--- src/rtl/cnn_layer_accel_rb_job_ctrl.sv ---
// cnn_layer_accel_rb_job_ctrl: accepts a convolution job and walks its output
// beats in the order (row, col, kernel), with the kernel index innermost. It
// then reports completion and waits for an acknowledge.
// Optional macro CNL_RB_CYCLE_CNT_EN builds the RUN-state cycle counter.
// When the macro is undefined, cycle_counter is tied to zero.
module cnn_layer_accel_rb_job_ctrl #(
  parameter int unsigned C_DIM_WIDTH = 10,
  parameter int unsigned C_CYC_WIDTH = 32
) (
  input  logic                   clk_core,
  input  logic                   rst,
  input  logic                   job_start,
  output logic                   job_accept,
  input  logic [127:0]           job_parameters,
  output logic                   job_complete,
  input  logic                   job_complete_ack,
  output logic                   job_error,
  output logic                   seq_valid,
  input  logic                   seq_ready,
  output logic [C_DIM_WIDTH-1:0] output_row,
  output logic [C_DIM_WIDTH-1:0] output_col,
  output logic [C_DIM_WIDTH-1:0] kernel_idx,
  output logic                   last_kernel,
  output logic                   last_pixel,
  output logic [C_CYC_WIDTH-1:0] cycle_counter
);

  typedef enum logic [1:0] {ST_IDLE, ST_RUN, ST_DONE} state_t;

  localparam logic [C_DIM_WIDTH-1:0] ONE = C_DIM_WIDTH'(1);

  state_t                 state_q;
  logic                   accept_q, complete_q, error_q, valid_q;
  logic                   last_kernel_q, last_pixel_q;
  logic [C_DIM_WIDTH-1:0] row_q, col_q, k_q;
  logic [C_DIM_WIDTH-1:0] orm1_q, ocm1_q, nkm1_q;

  logic [C_DIM_WIDTH-1:0] p_rows, p_cols, p_nk, p_ks;
  logic [C_DIM_WIDTH-1:0] p_orm1, p_ocm1, p_nkm1;
  logic                   p_err, p_first_last_k, p_first_last_px;
  logic [C_DIM_WIDTH-1:0] row_d, col_d, k_d;
  logic                   k_wrap, c_wrap, last_kernel_d, last_pixel_d;
  logic                   unused_params;

  // Decode the parameter word and validate it (only used on the accept cycle).
  assign p_rows          = C_DIM_WIDTH'(job_parameters[9:0]);
  assign p_cols          = C_DIM_WIDTH'(job_parameters[19:10]);
  assign p_nk            = C_DIM_WIDTH'(job_parameters[29:20]);
  assign p_ks            = C_DIM_WIDTH'(job_parameters[33:30]);
  assign p_err           = (p_ks == '0) || (p_nk == '0) || (p_ks > p_rows) || (p_ks > p_cols);
  assign p_orm1          = p_rows - p_ks;
  assign p_ocm1          = p_cols - p_ks;
  assign p_nkm1          = p_nk - ONE;
  assign p_first_last_k  = (p_nkm1 == '0);
  assign p_first_last_px = p_first_last_k && (p_orm1 == '0) && (p_ocm1 == '0);
  assign unused_params   = ^job_parameters[127:34];

  // Next beat indices after a handshake; the kernel index is innermost.
  always_comb begin
    k_wrap        = (k_q == nkm1_q);
    c_wrap        = (col_q == ocm1_q);
    k_d           = k_q + ONE;
    col_d         = col_q;
    row_d         = row_q;
    if (k_wrap) begin
      k_d   = '0;
      col_d = col_q + ONE;
      if (c_wrap) begin
        col_d = '0;
        row_d = row_q + ONE;
      end
    end
    last_kernel_d = (k_d == nkm1_q);
    last_pixel_d  = last_kernel_d && (col_d == ocm1_q) && (row_d == orm1_q);
  end

  // Job FSM with registered handshake and beat outputs.
  always_ff @(posedge clk_core) begin
    if (rst) begin
      state_q       <= ST_IDLE;
      accept_q      <= 1'b0;
      complete_q    <= 1'b0;
      error_q       <= 1'b0;
      valid_q       <= 1'b0;
      last_kernel_q <= 1'b0;
      last_pixel_q  <= 1'b0;
      row_q         <= '0;
      col_q         <= '0;
      k_q           <= '0;
      orm1_q        <= '0;
      ocm1_q        <= '0;
      nkm1_q        <= '0;
    end else begin
      case (state_q)
        ST_IDLE: begin
          if (accept_q) begin
            // Accept cycle: parameters are sampled and checked now.
            accept_q      <= 1'b0;
            orm1_q        <= p_orm1;
            ocm1_q        <= p_ocm1;
            nkm1_q        <= p_nkm1;
            row_q         <= '0;
            col_q         <= '0;
            k_q           <= '0;
            if (p_err) begin
              state_q    <= ST_DONE;
              complete_q <= 1'b1;
              error_q    <= 1'b1;
            end else begin
              state_q       <= ST_RUN;
              valid_q       <= 1'b1;
              error_q       <= 1'b0;
              last_kernel_q <= p_first_last_k;
              last_pixel_q  <= p_first_last_px;
            end
          end else if (job_start) begin
            accept_q <= 1'b1;
          end
        end
        ST_RUN: begin
          if (seq_ready) begin
            if (last_pixel_q) begin
              state_q       <= ST_DONE;
              valid_q       <= 1'b0;
              complete_q    <= 1'b1;
              last_kernel_q <= 1'b0;
              last_pixel_q  <= 1'b0;
              row_q         <= '0;
              col_q         <= '0;
              k_q           <= '0;
            end else begin
              row_q         <= row_d;
              col_q         <= col_d;
              k_q           <= k_d;
              last_kernel_q <= last_kernel_d;
              last_pixel_q  <= last_pixel_d;
            end
          end
        end
        ST_DONE: begin
          if (job_complete_ack) begin
            state_q    <= ST_IDLE;
            complete_q <= 1'b0;
            error_q    <= 1'b0;
          end
        end
        default: state_q <= ST_IDLE;
      endcase
    end
  end

`ifdef CNL_RB_CYCLE_CNT_EN
  logic [C_CYC_WIDTH-1:0] cyc_q;

  // RUN-state cycle count: cleared on accept, saturating, held elsewhere.
  always_ff @(posedge clk_core) begin
    if (rst) begin
      cyc_q <= '0;
    end else if ((state_q == ST_IDLE) && accept_q) begin
      cyc_q <= '0;
    end else if ((state_q == ST_RUN) && (cyc_q != '1)) begin
      cyc_q <= cyc_q + C_CYC_WIDTH'(1);
    end
  end

  assign cycle_counter = cyc_q;
`else
  assign cycle_counter = '0;
`endif

  assign job_accept   = accept_q;
  assign job_complete = complete_q;
  assign job_error    = error_q;
  assign seq_valid    = valid_q;
  assign output_row   = row_q;
  assign output_col   = col_q;
  assign kernel_idx   = k_q;
  assign last_kernel  = last_kernel_q;
  assign last_pixel   = last_pixel_q;

endmodule

--- config.mk ---
export PLATFORM = sky130hd
export DESIGN_NAME = cnn_layer_accel_rb_job_ctrl
export DESIGN_NICKNAME = d
export VERILOG_FILES = /design/src/rtl/cnn_layer_accel_rb_job_ctrl.sv
export SDC_FILE = /design/constraint.sdc
export NUM_CORES = 1
export LEC_CHECK = 0
export BUFFER_PORTS_ARGS = -buffer_cell sky130_fd_sc_hd__buf_2
export CAP_MARGIN = 20
export CELL_PAD_IN_SITES_DETAIL_PLACEMENT = 1
export CELL_PAD_IN_SITES_GLOBAL_PLACEMENT = 1
export CORE_AREA = 2 2 121 123
export CTS_CLUSTER_DIAMETER = 100
export CTS_CLUSTER_SIZE = 16
export DETAILED_ROUTE_END_ITERATION = 7
export DIE_AREA = 0 0 123 125
export GPL_ROUTABILITY_DRIVEN = 0
export PLACE_DENSITY_LB_ADDON = 0.15
export SETUP_SLACK_MARGIN = 0.2
export SLEW_MARGIN = 20
export SYNTH_ARGS = -nofsm -noshare
export SYNTH_HDL_FRONTEND = slang
export SYNTH_SLANG_ARGS = --single-unit
--- constraint.sdc ---
create_clock -name clk_core -period 7.5 [get_ports clk_core]
set_clock_uncertainty 0.05 [all_clocks]
set_input_delay 0.75 -clock clk_core [delete_from_list [all_inputs] [get_ports clk_core]]
set_output_delay 0.75 -clock clk_core [all_outputs]
set_load 0.03 [all_outputs]
### After elaboration in Yosys (flattened, before gate mapping)

Cells that the tools add are included.

| storage, ports and cells | value |
|---|---|
| flip-flop bits (word level) | 68 |
| output and inout port bits | 68 |

| operators by class | value |
|---|---|
| $add $sub $neg | 6 |
| order comparisons | 2 |
| equal/unequal tests | 13 |
| multiplexer cells | 47 |
| reductions and logical operators | 23 |

Operators by type and width:

| cell | number |
|---|---|
| 2-to-1 mux 10 bit | 12 |
| case mux 10 bit (2 select lines) | 3 |
| == test 10 bit | 5 |
| logical NOT 10 bit | 5 |
| adder 10 x 1 -> 10 bit (second input constant) | 3 |
| 2-to-1 mux 1 bit | 21 |
| greater-than comparator 4 x 10 -> 1 bit | 2 |
| subtractor 10 x 4 -> 10 bit | 2 |
| inequality test 2 bit (second input constant) | 6 |
| 2-to-1 mux 2 bit | 5 |
| subtractor 10 x 1 -> 10 bit (second input constant) | 1 |
| case mux 1 bit (2 select lines) | 4 |
| AND reduction 4 bit | 2 |
| case mux 2 bit (3 select lines) | 1 |
| AND reduction 3 bit | 2 |
| AND reduction 6 bit | 1 |
| AND reduction 5 bit | 1 |
| logical AND 1 bit | 4 |
| nonzero test 2 bit | 2 |
| logical OR 1 bit | 3 |
| case mux 1 bit (3 select lines) | 1 |
| nonzero test 3 bit | 1 |
| == test 2 x 1 -> 1 bit (second input constant) | 1 |
| == test 2 bit (second input constant) | 1 |
| other kinds (2) | 2 |

### Longest topological paths before layout

| logic depth | value |
|---|---|
| depth in word-level cells | 9 |
| depth in mapped cells | 13 |
| mapped depth without buffers | 13 |

### Worst setup path after synthesis

No wires, ideal clock.

| path | value |
|---|---|
| kind | input -> register |
| start | in job_parameters[0] |
| end | reg last_pixel_q (netlist: last_pixel) |
| arrival time | 2.717 ns |
| required time | 7.329 ns |
| setup slack | 4.612 ns |
| cell stages on the path | 13 |
| buffers on the path | 0 |
| cell sequence | inv_1 ha_1 inv_1 fa_1 a21oi_1 o21ai_0 or3_1 o311ai_0 a21oi_1 and2_1 nand4_1 a21o_1 o41ai_2 |

| between the ends | value |
|---|---|
| cells in the longest elaborated chain, start to end | 7 |
| elaborated cells between the ends (all ways) | 12 |
| classes of those cells | add/sub: 1; order compare: 1; eq/ne: 1; mux: 3; reduce/logical: 6 |

Ends and longest elaborated chain:

| what | line | source |
|---|---|---|
| start, declared | 14 | `input logic [127:0] job_parameters,` |
| subtractor 10 x 4 -> 10 bit | 51 | `assign p_orm1 = p_rows - p_ks;` |
| logical NOT 10 bit | 55 | `assign p_first_last_px = p_first_last_k && (p_orm1 == '0) && (p_ocm1 == '0);` |
| logical AND 1 bit (2 in a row) | 55 |  |
| 2-to-1 mux 1 bit | 105 | `if (p_err) begin` |
| 2-to-1 mux 1 bit | 96 | `if (accept_q) begin` |
| case mux 1 bit (2 select lines) | 94 | `case (state_q)` |
| end signal, assigned | 114 | `last_pixel_q <= p_first_last_px;` |
| end signal, assigned | 136 | `last_pixel_q <= last_pixel_d;` |
| end, declared | 34 | `logic last_kernel_q, last_pixel_q;` |

Parallel ways exist; a longest one is shown, timed or not. The select of a mux whose other input is x is not followed.
A chain may end at the register's enable or synchronous reset.

### Worst setup path in the final report

| path | value |
|---|---|
| start | reg k_q[7] (netlist: kernel_idx[7]) |
| end | reg last_pixel_q (netlist: last_pixel) |

| between the ends | value |
|---|---|
| cells in the longest elaborated chain, start to end | 8 |
| elaborated cells between the ends (all ways) | 13 |
| classes of those cells | add/sub: 1; eq/ne: 4; mux: 6; reduce/logical: 2 |

Ends and longest elaborated chain:

| what | line | source |
|---|---|---|
| start, declared | 35 | `logic [C_DIM_WIDTH-1:0] row_q, col_q, k_q;` |
| start signal, assigned | 134 | `k_q <= k_d;` |
| adder 10 x 1 -> 10 bit / == test 10 bit (equally long branches) | 62, 60 |  |
| 2-to-1 mux 10 bit | 65 | `if (k_wrap) begin` |
| == test 10 bit, on equally long branches | 73, 74 |  |
| logical AND 1 bit | 74 | `last_pixel_d = last_kernel_d && (col_d == ocm1_q) && (row_d == orm1_q);` |
| logical AND 1 bit * | 74 |  |
| 2-to-1 mux 1 bit * | 122 | `if (last_pixel_q) begin` |
| 2-to-1 mux 1 bit * | 121 | `if (seq_ready) begin` |
| case mux 1 bit (2 select lines) * | 94 |  |

Mark *: on every way between the ends. The rest lies on a longest branch, timed or not. The select of a mux whose other input is x is not followed.

==> metrics.txt <==
highest clock rate=274 MHz; CTS Sinks=68; 1st-pass router iterations=4; Yosys Warn Count=0; CP max FO=20; worst skew pair latency=0.34 ns; clk buf depth=2; worst min-delay path class=reg2reg; post-CTS sizing=0; Detail Route Antenna Nets=0; hold_ws=0.462 ns; worst path cell trace=xor2_1 > nor4_2 > nand3_1 > nor2_2 > mux2i_1 > o211ai_1 > a2111oi_1 > nand4_1 > o41ai_2; max-slew violations=0; via count=5038; startpoint types=flip-flop; Starting Density=0.370; CTS Hold Buffers Added=0; Die Height=125 µm; Final Cycle Share=0.486; H-tree depth=3; FILL cells=1791; post-CTS setup buffers=0; worst reg2reg startpoint=kernel_idx[7]; final setup fails=0; TritonCTS Buffers=9; Main synth FF type=dfxtp_1; die area=15400 µm²; FF-to-FF path depth=9; Max-cap violations=0; Tmin final=3.65 ns; P_leak=2.38 nW; GRT Residual Overflow=0; share of cells above drive strength 1=0.146; Peak supply drop=0.138 mV; hold endpoint=ocm1_q[2]; ys async rst share=0; largest net degree at the start of global routing=70; Worst R2R Setup Slack=3.85 ns; Worst setup EP type=flip-flop; hold path startpoint=ocm1_q[2]; Detail Placement HPWL=12200 µm; Final nets=892; Global Route Usage Sum=0.219; number of remaining DRC errors=0; Port Buf Inserts=74; P&R area growth vs syn=11.7%; sequential element share of the synthesized area=0.259; Root Buffer=clkbuf_16; Critical Path AT=3.83 ns; Synth Cell Area=5260 µm²; slowest stage cell, crit path=nand3_1; I/O pin total=201; Ant. Diodes=0; critical path's largest stage delay=0.65 ns; first-pass GRT wire length=26700 µm; Setup Crit Path Kind=reg2reg; CTS tree=yes; PD cells=321 nW/µm²; Hold Vio Cnt, Final=0; required time worst endpoint=7.69 ns; WHS Path Cells=2; worst setup margin=3.85 ns; row count=44; number of flops mapped to enable cells by yosys=0; synthesis-stage register bit count=68; dpl ws=3.75 ns; number of library cell types mapped by synthesis=72; initial antenna violation count=0; WL/cell=17.4 µm; status=completed; RSZ-0062 raised after global routing=no; Placeable Area=14200 µm²; synthesized instance count=696; final wirelength=16200 µm; FF-to-FF End=last_pixel; Iter 0 DRT Violations=255; Worst-path clk slew=0.06 ns; post-route setup TNS=0 ns; Worst-Margin Slew=0.964 ns; Die Width=123 µm; Slew headroom=0.358; vias in the first global route=5095; via density per instance=5.42; Synth Area per Inst=7.55 µm²
==> state kept, by name (all words and copies together), names as in the netlist <==
| signal | flops |
|---|---|
| job_accept | 1 |
| job_complete | 1 |
| job_error | 1 |
| kernel_idx | 10 |
| last_kernel | 1 |
| last_pixel | 1 |
| nkm1_q | 10 |
| ocm1_q | 10 |
| orm1_q | 10 |
| output_col | 10 |
| output_row | 10 |
| seq_valid | 1 |
| state_q | 2 |
==> report_power, final <==
group          internal, W  switching [W]  leakage (nW)
sequential        0.000423      0.0000843         0.552
combinational     0.000298       0.000611          1.67
clock             0.000293       0.000172         0.156
==> critical path, delay by kind of cell (launching register included) <==
| kind | cells | cell delay [ns] |
|---|---|---|
| simple gates | 4 | 1.77 |
| compound gates | 3 | 0.79 |
| flops | 1 | 0.51 |
| mux | 1 | 0.23 |
| xor+xnor | 1 | 0.20 |
==> per-layer routing <==
layer,up-vias,GRT usage,wire length (µm),part of all wire
li1,2484,-,-,-
met1,2428,0.302,7810,0.48
met2,107,0.355,7490,0.46
met3,19,0.0228,546,0.034
met4,0,0.0702,303,0.019
met5,-,0,0,0
==> per-stage QoR <==
| step | area [µm²] | util | cells | total power, W |
|---|---|---|---|---|
| after floorplan | 5370 | - | 727 | 0.00120 |
| after global placement | 5550 | 0.391 | 913 | 0.00139 |
| after detailed placement | 5550 | 0.391 | 913 | 0.00142 |
| after CTS | 5870 | 0.413 | 929 | 0.00190 |
| after global routing | 5870 | 0.413 | 929 | 0.00202 |
| final | 5870 | 0.413 | 929 | 0.00188 |
==> area by class of cell <==
cell class	count	area, µm²	area share
clock buffers	9	225	0.0384
inverters	21	78.8	0.0134
well taps	184	230	0.0392
repair buffers	76	385	0.0656
multi-input cells	564	3490	0.595
clock inverters	7	98.8	0.0168
flip-flops and latches	68	1360	0.232
==> worst max-delay path by stage <==
stage / from / end / cells past startpoint
after floorplan: job_parameters[0] / last_pixel / 13
after detailed placement: job_parameters[10] / last_pixel / 13
after CTS: kernel_idx[7] / last_pixel / 9
after global placement: job_parameters[30] / last_pixel / 13
final: kernel_idx[7] / last_pixel / 9
after global routing: kernel_idx[7] / last_pixel / 9
==> placed cells by master (no fill, tap or decap), types with 17 or more instances in the layout <==
cell / count
xnor2_1: 37
inv_1: 21
buf_2: 74
xor2_1: 37
nor2_1: 91
nand3_1: 20
a211oi_1: 28
nor3_1: 26
ha_1: 17
o21ai_0: 35
dfxtp_1: 68
a21oi_1: 42
conb_1: 32
nand2_1: 59
==> cells by family (layout without fill, tap and decap cells) <==
kind of cell | after synthesis | count (layout) | synth area share
AND/OR/NAND/NOR | 277 | 277 | 0.264
XOR/XNOR | 74 | 74 | 0.123
flip-flops | 68 | 68 | 0.259
buffers and inverters | 95 | 113 | 0.0993
other | 1 | 32 | 0.000713
multiplexers | 5 | 5 | 0.00976
adder cells (fa/ha/maj) | 19 | 19 | 0.0481
AO/OA/AOI/OAI | 157 | 157 | 0.196
==> cell usage after synthesis, types with 3 or more instances <==
cell type / count / area share
clkbuf_1: 24 / 0.017
nand2b_1: 8 / 0.0095
nand4_1: 6 / 0.0071
o21ai_0: 35 / 0.033
nand2_1: 59 / 0.042
nand3_1: 20 / 0.019
nor2_2: 3 / 0.0036
nor4_1: 9 / 0.011
buf_4: 37 / 0.053
a21oi_1: 42 / 0.040
and4_1: 3 / 0.0050
and3_1: 12 / 0.014
a211oi_1: 28 / 0.040
nor2_1: 91 / 0.065
or3_1: 6 / 0.0071
nor2b_1: 8 / 0.0095
dfxtp_1: 68 / 0.26
nand3b_1: 5 / 0.0071
a311oi_1: 4 / 0.0067
xor2_1: 37 / 0.062
mux2i_1: 4 / 0.0076
o211ai_1: 4 / 0.0057
a31oi_1: 3 / 0.0036
nor4_2: 3 / 0.0071
xnor2_1: 37 / 0.062
ha_1: 17 / 0.040
a22oi_1: 6 / 0.0086
o21a_1: 3 / 0.0043
inv_1: 21 / 0.015
buf_2: 9 / 0.0086
nor3b_1: 3 / 0.0043
nor3_1: 26 / 0.025
No activity file was read; power rests on OpenSTA's default activity.
